===== src/rtl/dcf77_pkg.sv =====
// Shared types, frame bit positions and calendar helper for the DCF77 clock.
// The optional calendar is selected with DCF77_CLOCK_DATE_EN.
package dcf77_pkg;

    typedef logic [6:0] bcd_sec_t;
    typedef logic [6:0] bcd_min_t;
    typedef logic [5:0] bcd_hour_t;
    typedef logic [5:0] bcd_day_t;
    typedef logic [4:0] bcd_month_t;
    typedef logic [7:0] bcd_year_t;

    localparam int CEST_BIT  = 17;
    localparam int MIN_LSB   = 21;
    localparam int MIN_MSB   = 27;
    localparam int HOUR_LSB  = 29;
    localparam int HOUR_MSB  = 34;
    localparam int DAY_LSB   = 36;
    localparam int DAY_MSB   = 41;
    localparam int WDAY_LSB  = 42;
    localparam int WDAY_MSB  = 44;
    localparam int MONTH_LSB = 45;
    localparam int MONTH_MSB = 49;
    localparam int YEAR_LSB  = 50;
    localparam int YEAR_MSB  = 57;

    // Leap test works directly on BCD digits: multiples of 4 within 00..99.
    function automatic bcd_day_t days_in_month(input bcd_month_t month, input bcd_year_t year);
        logic leap;
        if (year[4]) begin
            leap = (year[3:0] == 4'h2) || (year[3:0] == 4'h6);
        end else begin
            leap = (year[3:0] == 4'h0) || (year[3:0] == 4'h4) || (year[3:0] == 4'h8);
        end
        case (month)
            5'h02:                      days_in_month = leap ? 6'h29 : 6'h28;
            5'h04, 5'h06, 5'h09, 5'h11: days_in_month = 6'h30;
            default:                    days_in_month = 6'h31;
        endcase
    endfunction

endpackage


===== src/rtl/dcf77_bcd_counter.sv =====
// Loadable BCD counter with programmable min/max and a combinational carry,
// so a chain of these resolves a full rollover in a single enabled cycle.
module dcf77_bcd_counter #(
    parameter int W = 8
) (
    input  logic         i_clk,
    input  logic         i_rst,
    input  logic         i_clk_en,
    input  logic         i_inc,
    input  logic         i_load,
    input  logic [W-1:0] i_load_val,
    input  logic [W-1:0] i_min_val,
    input  logic [W-1:0] i_max_val,
    output logic [W-1:0] o_val,
    output logic         o_carry
);

    logic [W-1:0] r_val;
    logic [7:0]   w_ext;
    logic [7:0]   w_bcd_inc;
    logic [W-1:0] w_next;
    logic         w_unused;

    // Next value: wrap to min at max, otherwise a BCD digit increment.
    always_comb begin
        w_ext          = 8'h00;
        w_ext[W-1:0]   = r_val;
        if (w_ext[3:0] == 4'h9) begin
            w_bcd_inc = {w_ext[7:4] + 4'h1, 4'h0};
        end else begin
            w_bcd_inc = {w_ext[7:4], w_ext[3:0] + 4'h1};
        end
        if (r_val == i_max_val) begin
            w_next = i_min_val;
        end else begin
            w_next = w_bcd_inc[W-1:0];
        end
    end

    assign w_unused = ^w_bcd_inc;
    assign o_carry  = i_inc & ~i_load & (r_val == i_max_val);
    assign o_val    = r_val;

    // Counter register; load has priority over increment.
    always_ff @(posedge i_clk) begin
        if (!i_rst) begin
            r_val <= i_min_val;
        end else if (i_clk_en) begin
            if (i_load) begin
                r_val <= i_load_val;
            end else if (i_inc) begin
                r_val <= w_next;
            end
        end
    end

endmodule


===== src/rtl/dcf77_clock.sv =====
// Free-running BCD clock resynchronised by DCF77 frames.
// Define DCF77_CLOCK_DATE_EN to include the calendar (day/wday/month/year).
module dcf77_clock
    import dcf77_pkg::*;
#(
    parameter int SYNC_OFFSET   = 4,
    parameter int TICKS_PER_SEC = 100,
    parameter int HOLDOVER_MIN  = 60
) (
    input  logic        i_clk,
    input  logic        i_rst,
    input  logic        i_clk_en,
    input  logic [58:0] i_data_hold,
    input  logic        i_sync,
    output bcd_sec_t    o_sec,
    output bcd_min_t    o_min,
    output bcd_hour_t   o_hour,
    output bcd_day_t    o_day,
    output logic [2:0]  o_wday,
    output bcd_month_t  o_month,
    output bcd_year_t   o_year,
    output logic        o_cest,
    output logic        o_sec_tick,
    output logic        o_time_valid,
    output logic        o_locked
);

    localparam int PW = $clog2(TICKS_PER_SEC);
    localparam int HW = $clog2(HOLDOVER_MIN + 1);
    localparam logic [PW-1:0] PRESC_MAX  = PW'(TICKS_PER_SEC - 1);
    localparam logic [PW-1:0] PRESC_LOAD = PW'(SYNC_OFFSET);
    localparam logic [HW-1:0] HOLD_MAX   = HW'(HOLDOVER_MIN);
    localparam logic [HW-1:0] HOLD_LAST  = HW'(HOLDOVER_MIN - 1);

    logic [PW-1:0] r_presc;
    logic [HW-1:0] r_hold;
    logic          r_cest;
    logic          r_sec_tick;
    logic          r_time_valid;
    logic          r_locked;

    logic w_load;
    logic w_sec_inc;
    logic w_sec_carry;
    logic w_min_carry;
    logic w_hour_carry;
    logic w_unused;

    assign w_load    = i_clk_en & i_sync;
    assign w_sec_inc = i_clk_en & ~i_sync & (r_presc == PRESC_MAX);

    dcf77_bcd_counter #(.W(7)) u_sec (
        .i_clk(i_clk), .i_rst(i_rst), .i_clk_en(i_clk_en),
        .i_inc(w_sec_inc), .i_load(w_load), .i_load_val(7'h00),
        .i_min_val(7'h00), .i_max_val(7'h59), .o_val(o_sec), .o_carry(w_sec_carry)
    );

    dcf77_bcd_counter #(.W(7)) u_min (
        .i_clk(i_clk), .i_rst(i_rst), .i_clk_en(i_clk_en),
        .i_inc(w_sec_carry), .i_load(w_load), .i_load_val(i_data_hold[MIN_MSB:MIN_LSB]),
        .i_min_val(7'h00), .i_max_val(7'h59), .o_val(o_min), .o_carry(w_min_carry)
    );

    dcf77_bcd_counter #(.W(6)) u_hour (
        .i_clk(i_clk), .i_rst(i_rst), .i_clk_en(i_clk_en),
        .i_inc(w_min_carry), .i_load(w_load), .i_load_val(i_data_hold[HOUR_MSB:HOUR_LSB]),
        .i_min_val(6'h00), .i_max_val(6'h23), .o_val(o_hour), .o_carry(w_hour_carry)
    );

`ifdef DCF77_CLOCK_DATE_EN
    logic     w_day_carry;
    logic     w_month_carry;
    logic     w_year_carry;
    logic     w_wday_carry;
    bcd_day_t w_mdays;

    assign w_mdays = days_in_month(o_month, o_year);

    dcf77_bcd_counter #(.W(6)) u_day (
        .i_clk(i_clk), .i_rst(i_rst), .i_clk_en(i_clk_en),
        .i_inc(w_hour_carry), .i_load(w_load), .i_load_val(i_data_hold[DAY_MSB:DAY_LSB]),
        .i_min_val(6'h01), .i_max_val(w_mdays), .o_val(o_day), .o_carry(w_day_carry)
    );

    dcf77_bcd_counter #(.W(3)) u_wday (
        .i_clk(i_clk), .i_rst(i_rst), .i_clk_en(i_clk_en),
        .i_inc(w_hour_carry), .i_load(w_load), .i_load_val(i_data_hold[WDAY_MSB:WDAY_LSB]),
        .i_min_val(3'd1), .i_max_val(3'd7), .o_val(o_wday), .o_carry(w_wday_carry)
    );

    dcf77_bcd_counter #(.W(5)) u_month (
        .i_clk(i_clk), .i_rst(i_rst), .i_clk_en(i_clk_en),
        .i_inc(w_day_carry), .i_load(w_load), .i_load_val(i_data_hold[MONTH_MSB:MONTH_LSB]),
        .i_min_val(5'h01), .i_max_val(5'h12), .o_val(o_month), .o_carry(w_month_carry)
    );

    dcf77_bcd_counter #(.W(8)) u_year (
        .i_clk(i_clk), .i_rst(i_rst), .i_clk_en(i_clk_en),
        .i_inc(w_month_carry), .i_load(w_load), .i_load_val(i_data_hold[YEAR_MSB:YEAR_LSB]),
        .i_min_val(8'h00), .i_max_val(8'h99), .o_val(o_year), .o_carry(w_year_carry)
    );

    assign w_unused = ^{w_year_carry, w_wday_carry, i_data_hold[58], i_data_hold[35],
                        i_data_hold[28], i_data_hold[20:18], i_data_hold[16:0]};
`else
    assign o_day    = 6'h01;
    assign o_wday   = 3'd1;
    assign o_month  = 5'h01;
    assign o_year   = 8'h00;
    assign w_unused = ^{w_hour_carry, i_data_hold[58:35], i_data_hold[28],
                        i_data_hold[20:18], i_data_hold[16:0]};
`endif

    // Prescaler, holdover supervision and status flags.
    always_ff @(posedge i_clk) begin
        if (!i_rst) begin
            r_presc      <= '0;
            r_hold       <= '0;
            r_cest       <= 1'b0;
            r_sec_tick   <= 1'b0;
            r_time_valid <= 1'b0;
            r_locked     <= 1'b0;
        end else begin
            r_sec_tick <= w_sec_inc;
            if (i_clk_en) begin
                if (i_sync) begin
                    r_presc      <= PRESC_LOAD;
                    r_hold       <= '0;
                    r_cest       <= i_data_hold[CEST_BIT];
                    r_time_valid <= 1'b1;
                    r_locked     <= 1'b1;
                end else begin
                    r_presc <= (r_presc == PRESC_MAX) ? '0 : r_presc + 1'b1;
                    // One holdover count per elapsed minute, saturating.
                    if (w_sec_carry && (r_hold != HOLD_MAX)) begin
                        r_hold <= r_hold + 1'b1;
                        if (r_hold == HOLD_LAST) begin
                            r_locked <= 1'b0;
                        end
                    end
                end
            end
        end
    end

    assign o_cest       = r_cest;
    assign o_sec_tick   = r_sec_tick;
    assign o_time_valid = r_time_valid;
    assign o_locked     = r_locked;

endmodule


===== config.mk =====
export PLATFORM = sky130hd
export DESIGN_NAME = dcf77_clock
export DESIGN_NICKNAME = d
export VERILOG_FILES = /design/src/rtl/dcf77_pkg.sv /design/src/rtl/dcf77_bcd_counter.sv /design/src/rtl/dcf77_clock.sv
export SDC_FILE = /design/constraint.sdc
export NUM_CORES = 1
export LEC_CHECK = 0
export BUFFER_PORTS_ARGS = -buffer_cell sky130_fd_sc_hd__buf_2
export CAP_MARGIN = 5
export CORE_ASPECT_RATIO = 2
export CORE_UTILIZATION = 30
export DETAILED_ROUTE_END_ITERATION = 16
export GPL_ROUTABILITY_DRIVEN = 0
export PLACE_DENSITY_LB_ADDON = 0.08
export SYNTH_ARGS = -nofsm -noshare
export SYNTH_HDL_FRONTEND = slang
export SYNTH_SLANG_ARGS = --single-unit

===== constraint.sdc =====
create_clock -name i_clk -period 4.7 [get_ports i_clk]
set_clock_uncertainty 0.2 [all_clocks]
set_input_delay 0.94 -clock i_clk [delete_from_list [all_inputs] [get_ports i_clk]]
set_output_delay 0.94 -clock i_clk [all_outputs]
set_load 0.1 [all_outputs]

==> flow_metrics.env <==
export IMPL_grt_use_total=0.166
export IMPL_cts_tree="yes"
export IMPL_clkTransAtPathRegs_ns=0.06
export IMPL_synth_compound_area_share=0.170
export IMPL_p_leak_nw=1.05
export IMPL_htreeDepth=2
export IMPL_worstHoldPathCells=2
export IMPL_ios=109
export IMPL_hold_violations=0
export IMPL_wire_per_inst_um=15.0
export IMPL_holdWs_ns=0.252
export IMPL_rows=44
export IMPL_die_area_um2=8050
export IMPL_crit_end="u_hour.o_val[4]"
export IMPL_synthXorXnorAreaFrac=0.0228
export IMPL_syn_avg_cell_area_um2=8.08
export IMPL_status="completed"
export IMPL_die_y_um=126
export IMPL_grt_start_max_net_pins=25
export IMPL_maxSlewHeadroom=0.443
export IMPL_postCtsHoldBufs=0
export IMPL_clock_sinks=37
export IMPL_drive_above_1_share=0.187
export IMPL_stdcell_count=413
export IMPL_reg2reg_depth=5
export IMPL_fillers=810
export IMPL_worst_pin_slew_ns=0.833
export IMPL_reg2reg_to="u_hour.o_val[4]"
export IMPL_period_share=0.626
export IMPL_worstSetupStartpointType="input port"
export IMPL_yosys_area_share_simple=0.269
export IMPL_synth_area_leaders="dfxtp_1, buf_4, ha_1"
export IMPL_worst_setup_path_type="in -> reg"
export IMPL_fmax_mhz=340
export IMPL_power_density_nw_per_um2=372
export IMPL_grt_overflow=0
export IMPL_diodes=0
export IMPL_grt_pass1_wl_um=10300
export IMPL_drt_total_wl_um=6200
export IMPL_cpPeakStageDelay_ns=0.86
export IMPL_yosys_warnings=0
export IMPL_num_vias=2123
export IMPL_synth_top_family_by_area="simple AND/OR/NAND/NOR gates"
export IMPL_crit_fanout=18
export IMPL_timing_setup_tns_ns=0
export IMPL_synthCells=285
export IMPL_cp_data_arrival_time_ns=2.87
export IMPL_clkLatencyLatePin_ns=0.29
export IMPL_yosysTopAreaCell="dfxtp_1"
export IMPL_postCtsSetupRepairBufs=0
export IMPL_dp_hpwl_um=4520
export IMPL_routed_via_density=5.14
export IMPL_grt_antenna_before_repair=0
export IMPL_first_pass_iters=4
export IMPL_r2r_slack_ns=2.08
export IMPL_cts_repair_resized=0
export IMPL_slowest_stage="or4_1"
export IMPL_synthMuxAreaShare=0.0359
export IMPL_synth_edf_count=0
export IMPL_hp_class="reg -> reg"
export IMPL_cts_root_buffer="clkbuf_16"
export IMPL_async_flop_share=0
export IMPL_r2r_start="r_presc[0]"
export IMPL_die_w_um=64.0
export IMPL_grt_pass1_vias=2039
export IMPL_synth_top_area_frac=0.322
export IMPL_cts_made_buffers=5
export IMPL_period_needed_ns=2.94
export IMPL_multiInputGateArea_um2=1380
export IMPL_rsz0062_at_grt="no"
export IMPL_start_util=0.315
export IMPL_cap_violations=0
export IMPL_finalSetupViolCount=0
export IMPL_synth_adder_area_share=0.0652
export IMPL_final_antenna_net_count=0
export IMPL_end_kind="flip-flop"
export IMPL_dpl_cell_count=405
export IMPL_clockBufferDepth=2
export IMPL_synth_seq_cells=37
export IMPL_crit_required_ns=4.63
export IMPL_synthesis_area_um2=2300
export IMPL_ff_latch_area_um2=741
export IMPL_synth_ff_type="dfxtp_1"
export IMPL_core_region_area_um2=7320
export IMPL_post_route_drc_count=0
export IMPL_synth_distinct_cells=49
export IMPL_drv_slew=0
export IMPL_ys_seq_area_frac=0.322
export IMPL_drt_iter0_markers=55
export IMPL_port_buffers=41
export IMPL_crit_start="i_clk_en"
export IMPL_cp_cell_sequence="buf_2, nand3_1, or4_1, o41ai_1, a31oi_1"
export IMPL_peakVddDrop_v=0.000172
export IMPL_syn_to_final_growth_pct=16.5
export IMPL_final_nets=395
## sequential cells by signal, summed over array words and instances, names as in the netlist
| signal | cells |
|---|---|
| o_cest | 1 |
| o_locked | 1 |
| o_sec_tick | 1 |
| o_time_valid | 1 |
| r_hold | 6 |
| r_presc | 7 |
| u_hour.o_val | 6 |
| u_min.o_val | 7 |
| u_sec.o_val | 7 |
## where the power goes
| part | leakage [nW] | total, mW | internal, mW | switching (mW) |
|---|---|---|---|---|
| combinational | 0.657 | 0.216 | 0.0320 | 0.184 |
| sequential | 0.302 | 0.339 | 0.325 | 0.0136 |
| clock | 0.0938 | 0.444 | 0.303 | 0.141 |
## cell usage in the layout, fill, tap and decap left out, types with 6 or more instances in the layout
cell,n
a21oi_1,12
a31oi_1,10
buf_2,41
conb_1,22
dfxtp_1,37
ha_1,12
inv_1,12
mux2i_1,6
nand2_1,26
nand3_1,13
nand4_1,6
nor2_1,19
o21ai_0,20
or3_1,6
## synth_stat cells (all sizes together), types with 5 or more instances
library cell and number:
a21oi 12, a31oi 10, buf 24, clkbuf 10
dfxtp 37, ha 12, inv 12, mux2i 6
nand2 26, nand3 13, nand4 6, nor2 19
nor4 5, o21ai 21, or3 6, or4 5
## cell type report
type | count | share of cell area
inverter | 12 | 0.0168
timing repair buffer | 42 | 0.0793
clock buffer | 5 | 0.0466
sequential | 37 | 0.276
clock inverter | 3 | 0.0242
multi-input combinational | 222 | 0.514
tap | 92 | 0.0429
## critical path: cells and delay by family
| family | cells | cell delay [ns] |
|---|---|---|
| and+or+nand+nor | 2 | 1.05 |
| buffers and inverters | 1 | 0.28 |
| AOI/OAI and AO/OA | 2 | 0.59 |
## worst min path at each step
stage                           from          to
after floorplan           r_presc[1]  r_presc[1]
after global placement        o_cest      o_cest
after detailed placement      o_cest      o_cest
after CTS                     o_cest      o_cest
after global routing          o_cest      o_cest
final                         o_cest      o_cest
## through the flow
step | power (mW) | cell area (um2) | setup slack (ns) | util
5_1_grt | 1.03 | 2680 | 1.52 | 0.367
2_1_floorplan | 0.545 | 2380 | 1.81 | -
6_report | 0.999 | 2680 | 1.76 | 0.367
3_5_place_dp | 0.562 | 2490 | 1.41 | 0.341
4_1_cts | 1.01 | 2680 | 1.73 | 0.367
3_3_place_gp | 0.562 | 2490 | 1.44 | 0.341
## metal layers
metal,global-route usage,vias to the layer above,wire [um]
li1,-,1050,-
met5,0,-,0
met1,0.175,1025,2380
met2,0.315,43,3540
met4,0.0695,0,106
met3,0.0245,5,171
## logic make-up after synthesis
| group | count (synthesis) |
|---|---|
| fa+ha+maj | 12 |
| mux | 8 |
| other cells | 2 |
| flops | 37 |
| compound gates | 63 |
| simple gates | 111 |
| xor+xnor | 6 |
| buf+inv | 46 |
No activity file was read; power rests on OpenSTA's default activity.
